`config.mk`:
```
export PLATFORM = sky130hd
export DESIGN_NAME = clock_div_multi
export DESIGN_NICKNAME = d
export VERILOG_FILES = /design/src/rtl/clock_div_pkg.sv /design/src/rtl/clock_div_chan.sv /design/src/rtl/clock_div_multi.sv
export SDC_FILE = /design/constraint.sdc
export NUM_CORES = 1
export LEC_CHECK = 0
export CAP_MARGIN = 10
export CORE_MARGIN = 1
export CORE_UTILIZATION = 50
export DETAILED_ROUTE_END_ITERATION = 6
export PLACE_DENSITY = 0.71
export SLEW_MARGIN = 5
export SYNTH_ARGS = -nofsm -noshare
export SYNTH_HDL_FRONTEND = slang
export SYNTH_SLANG_ARGS = --single-unit
export TNS_END_PERCENT = 10
```
`constraint.sdc`:
```
create_clock -name clk_in -period 2.8 [get_ports clk_in]
set_input_delay 0.84 -clock clk_in [delete_from_list [all_inputs] [get_ports clk_in]]
set_output_delay 0.84 -clock clk_in [all_outputs]
set_load 0.005 [all_outputs]
```
`src/rtl/clock_div_pkg.sv`:
```
// Shared definitions for the multi-channel clock divider.
// Optional feature macro: CLOCK_DIV_MULTI_SYNC_EN (see clock_div_multi).
package clock_div_pkg;

    // Default width of each channel's division factor
    localparam int DIV_WIDTH_DEF = 8;

    // Factors below this value put a channel into clk_in bypass
    localparam int unsigned BYPASS_THR = 2;

    // Output source selected by a channel's registered mode
    typedef enum logic {
        MODE_DIV = 1'b0,
        MODE_BYP = 1'b1
    } chan_mode_e;

    // Length of the high phase for factor a: ceil(a/2)
    function automatic int unsigned half_high(input int unsigned a);
        return (a >> 1) + (a & 32'd1);
    endfunction

endpackage

```
`src/rtl/clock_div_chan.sv`:
```
// One divider channel: period counter, active/pending factor with busy flag,
// registered clock/tick outputs and the clk_in bypass mux.
// New factors only take effect at a period boundary (or on sync), so the
// waveform never shows a truncated high or low phase.
module clock_div_chan
    import clock_div_pkg::*;
#(
    parameter int          DIV_WIDTH = DIV_WIDTH_DEF,
    parameter int unsigned DIV_RESET = 2
) (
    input  logic                 clk_in,
    input  logic                 rst,
    input  logic [DIV_WIDTH-1:0] div,
    input  logic                 load,
    input  logic                 sync,
    output logic                 busy,
    output logic                 clk_out,
    output logic                 tick
);

    localparam logic [DIV_WIDTH-1:0] ONE     = DIV_WIDTH'(1);
    localparam logic [DIV_WIDTH-1:0] A_RESET = DIV_WIDTH'(DIV_RESET);

    logic [DIV_WIDTH-1:0] act_q, act_d;
    logic [DIV_WIDTH-1:0] pend_q, pend_d;
    logic [DIV_WIDTH-1:0] cnt_q, cnt_d;
    logic                 busy_q, busy_d;
    logic                 is_byp;
    logic                 at_bound;
    logic                 apply;

    logic                 clk_p1;
    logic                 tick_p1;
    chan_mode_e           mode_p1;

    assign is_byp   = 32'(act_q) < BYPASS_THR;
    assign at_bound = !is_byp && (cnt_q == act_q - ONE);

    // Next-state: counter wrap, pending-factor apply and load capture
    always_comb begin
        act_d  = act_q;
        pend_d = pend_q;
        busy_d = busy_q;
        cnt_d  = cnt_q + ONE;
        apply  = 1'b0;
        if (sync || is_byp || at_bound) begin
            cnt_d = '0;
            apply = busy_q;
        end
        if (apply) begin
            act_d  = pend_q;
            busy_d = 1'b0;
        end
        // A load on the apply cycle stays pending for the next boundary
        if (load) begin
            pend_d = div;
            busy_d = 1'b1;
        end
    end

    // Channel state registers
    always_ff @(posedge clk_in) begin
        if (rst) begin
            act_q  <= A_RESET;
            pend_q <= '0;
            busy_q <= 1'b0;
            cnt_q  <= '0;
        end else begin
            act_q  <= act_d;
            pend_q <= pend_d;
            busy_q <= busy_d;
            cnt_q  <= cnt_d;
        end
    end

    // ---- stage p1: outputs registered one cycle behind the counter ----
    // The mode register delays the bypass switch so the last divided phase
    // is shown in full before the mux hands over to clk_in (and vice versa).
    always_ff @(posedge clk_in) begin
        if (rst) begin
            clk_p1  <= 1'b0;
            tick_p1 <= 1'b0;
            mode_p1 <= (DIV_RESET < BYPASS_THR) ? MODE_BYP : MODE_DIV;
        end else begin
            clk_p1  <= !is_byp && (32'(cnt_q) < half_high(32'(act_q)));
            tick_p1 <= !is_byp && (cnt_q == '0);
            mode_p1 <= is_byp ? MODE_BYP : MODE_DIV;
        end
    end

    assign clk_out = (mode_p1 == MODE_BYP) ? clk_in : clk_p1;
    assign tick    = (mode_p1 == MODE_BYP) | tick_p1;
    assign busy    = busy_q;

endmodule

```
`src/rtl/clock_div_multi.sv`:
```
// Multi-channel programmable clock divider: N_CH independent integer dividers
// of clk_in with near-50% duty cycle and boundary-aligned reprogramming.
// Optional macro CLOCK_DIV_MULTI_SYNC_EN: when defined, 'sync' restarts every
// channel's period (applying any pending factor) for cross-channel alignment;
// when undefined, 'sync' is ignored and the alignment logic folds away.
module clock_div_multi
    import clock_div_pkg::*;
#(
    parameter int          N_CH      = 4,
    parameter int          DIV_WIDTH = DIV_WIDTH_DEF,
    parameter int unsigned DIV_RESET = 2
) (
    input  logic                      clk_in,
    input  logic                      rst,
    input  logic [N_CH*DIV_WIDTH-1:0] div,
    input  logic [N_CH-1:0]           load,
    input  logic                      sync,
    output logic [N_CH-1:0]           busy,
    output logic [N_CH-1:0]           clk_out,
    output logic [N_CH-1:0]           tick
);

    logic sync_int;

`ifdef CLOCK_DIV_MULTI_SYNC_EN
    assign sync_int = sync;
`else
    logic sync_unused;
    assign sync_unused = sync;
    assign sync_int    = 1'b0;
`endif

    for (genvar i = 0; i < N_CH; i++) begin : g_chan
        clock_div_chan #(
            .DIV_WIDTH (DIV_WIDTH),
            .DIV_RESET (DIV_RESET)
        ) u_chan (
            .clk_in  (clk_in),
            .rst     (rst),
            .div     (div[i*DIV_WIDTH +: DIV_WIDTH]),
            .load    (load[i]),
            .sync    (sync_int),
            .busy    (busy[i]),
            .clk_out (clk_out[i]),
            .tick    (tick[i])
        );
    end

endmodule
```
==> out/results.ini <==
[outcome]
status = finished, violations left
violations = negative setup slack

[route]
via_per_inst = 5.52
wirelength_mm = 13.7
dr_total_vias = 5051
wire_per_inst_um = 15.0
ant_nets = 0
drtIter0Drc = 289
dr.pass1.iters = 4
drc_errors = 0

[synthesis]
synthCells = 721
yosys.area.top_type = dfxtp_1
syn_nets = 808
synth_ff_type = dfxtp_1
ys_ff_latch = 112
ys_types = 66
synth_enable_flop_cells = 0
ys_warn_count = 0
async_flop_share_pct = 0
synth.top_cells.by_area = dfxtp_1 (34%), ha_1 (9.2%), mux2i_1 (6.6%), xor2_1 (5.9%), xnor2_1 (5.5%)
synth_seq_area_share_pct = 34.3
syn_avg_cell_area_um2 = 9.06
netlist_area_um2 = 6530
synth.top_cells.by_count = dfxtp_1 (112), nor2_1 (81), ha_1 (48)
synth.most_common_cell = dfxtp_1
yosys.area.top_type_share_pct = 34.3

[grt]
grt_util_all_layers_pct = 22.4
grt_overflow = 0
grt_max_degree = 46
grt_pass1_vias = 4984
antenna_found_initial = 0
grt_pass1_wl_mm = 23.5

[die]
fp-row-count = 41
die_h_um = 116
die_area_um2 = 13500
io_pins = 51
start_util_pct = 51.5
die_w_um = 116
fp.coreArea_um2 = 12700

[critical_path]
path_cells = clkbuf_16 > clkbuf_16 > mux2_4 > buf_6
path_max_fanout = 2
path_buf_inv = 3
r2r_slack_ps = 290
crit_path_end_kind = output port
crit_slowest_cell = mux2_4
crit_family = buffers and inverters
crit_type = clock port to output port
worstSetupStartpointType = clock port
worstPathArrival_ps = 2050
worstPathRequired_ps = 1960
slowest_delay_ps = 260
r2r_cells = 8
r2r_end = g_chan[2].u_chan.act_q[4]$_SDFFE_PP0P_
crit_top_cell = clkbuf_16
rr_startpoint = g_chan[2].u_chan.act_q[1]$_SDFFE_PP1P_

[pwr]
p_total_mw = 5.80
vdd_drop_max_uv = 336
leakagePower_nw = 3.19
power-per-cell-area_nw_per_um2 = 783

[timing]
report.final.slew_viol_count = 0
hold_viol_final = 0
clock_skew_ps = 7.90
finalSetupViolCount = 4
rsz0062_at_grt = yes
worstMarginPinSlew_ps = 602
hold_slack_ps = 460
slew_headroom_pct = 59.7
setup_slack_ps = -85.0

[worst_hold_path]
hold_path_class = flip-flop to flip-flop
holdPathStages = 2
worstHoldStart = g_chan[0].u_chan.pend_q[3]$_SDFFE_PP0P_
hold_end = g_chan[0].u_chan.act_q[3]$_SDFFE_PP0P_

[final_layout]
fin_cells = 915
drive_gt1_share_pct = 7.94
antennaDiodeCount = 0
syn2layout_area_growth_pct = 13.4
fin_nets = 825

[placed_design]
gp_congestion = 0.912
dp_hpwl_mm = 9.83
port_buffers = 49
place_inst = 895

[cts]
clkLatencyLatePin_ps = 470
path_clk_slew_ps = 70
cts_tree = built
postCtsHoldBufs = 0

[job]
maxCapViolCount = 0

[cells by family after synthesis]
| family | after synthesis | synth area share, % |
|---|---|---|
| adders and majority gates | 48 | 9.20 |
| buffers and inverters | 86 | 6.44 |
| muxes | 47 | 7.28 |
| DFF | 112 | 34.3 |
| xor gates and xnor gates | 85 | 11.4 |
| AOI/OAI and AO/OA | 103 | 12.7 |
| and+or+nand+nor | 240 | 18.7 |
[flip-flops by register name (all words and copies together) (netlist names)]
signal / flops
g_chan.u_chan.act_q: 32
g_chan.u_chan.cnt_q: 32
g_chan.u_chan.pend_q: 32
g_chan.u_chan.busy: 4
g_chan.u_chan.clk_p1: 4
g_chan.u_chan.mode_p1: 4
g_chan.u_chan.tick_p1: 4
[routing by layer]
metal / part of all wire [%] / wire [µm] / global-route usage [%] / vias up
met5: 0 / 0 / 0 / -
met4: 2.0 / 280 / 10.6 / 0
met3: 4.0 / 554 / 4.77 / 22
met2: 48 / 6530 / 37.0 / 95
met1: 46 / 6320 / 27.7 / 2405
li1: - / - / - / 2529
[layout by cell type, fill, tap and decap left out, types with 5 or more instances in the layout]
| master | instances |
|---|---|
| nand3_1 | 41 |
| a211oi_1 | 5 |
| o2bb2ai_1 | 10 |
| and2_1 | 7 |
| nand2b_1 | 5 |
| xnor2_1 | 41 |
| a21o_1 | 16 |
| and3_1 | 18 |
| nor2_1 | 81 |
| clkbuf_16 | 13 |
| nor4_1 | 5 |
| o211a_1 | 5 |
| o21ai_0 | 5 |
| nor4b_1 | 5 |
| a21oi_1 | 13 |
| clkdlybuf4s50_1 | 44 |
| inv_1 | 34 |
| ha_1 | 48 |
| nand2_1 | 39 |
| mux2i_1 | 43 |
| dfxtp_1 | 112 |
| nand4_1 | 7 |
| nor3_1 | 13 |
| xor2_1 | 44 |
[layout make-up]
cell class | count | area, µm²
inverter | 35 | 131
timing repair buffer | 49 | 488
multi-input combinational | 523 | 3880
sequential | 112 | 2240
clock buffer | 17 | 370
clock inverter | 7 | 76.3
fill | 1138 | 5270
tap | 172 | 215
[metrics by stage]
stage | setup slack (ps) | setup TNS (ps) | cell area, µm² | util, %
3_5_place_dp | -111 | -443 | 6980 | 55.1
2_1_floorplan | 191 | 0 | 6530 | -
3_3_place_gp | -111 | -443 | 6980 | 55.1
4_1_cts | -94.5 | -365 | 7390 | 58.4
5_1_grt | -97.7 | -380 | 7400 | 58.4
6_report | -85.0 | -331 | 7400 | 58.4
[power by group]
group	switching (mW)	internal, mW
sequential	0.294	1.81
combinational	0.946	0.989
clock	0.720	1.04
[what timing repair did]
action,in CTS,in global routing
gates resized for setup,22,2
endpoints found under the setup margin,4,4
buffers inserted,0,0
[tightest hold or removal path: cells and delay by family, from the launching register on]
kind	cells	cell delay [ps]
muxes	1	50
and+or+nand+nor	1	50
DFF	1	310
[worst max-delay path by stage]
stage | from | endpoint | slack (ps) | cells past startpoint
after global placement | clk_in | clk_out[0] | -110 | 2
after CTS | clk_in | clk_out[2] | -90 | 4
after detailed placement | clk_in | clk_out[0] | -110 | 2
after floorplan | clk_in | clk_out[0] | 190 | 2
after global routing | clk_in | clk_out[1] | -100 | 4
final | clk_in | clk_out[2] | -90 | 4
(Power assumes the default switching activity.)
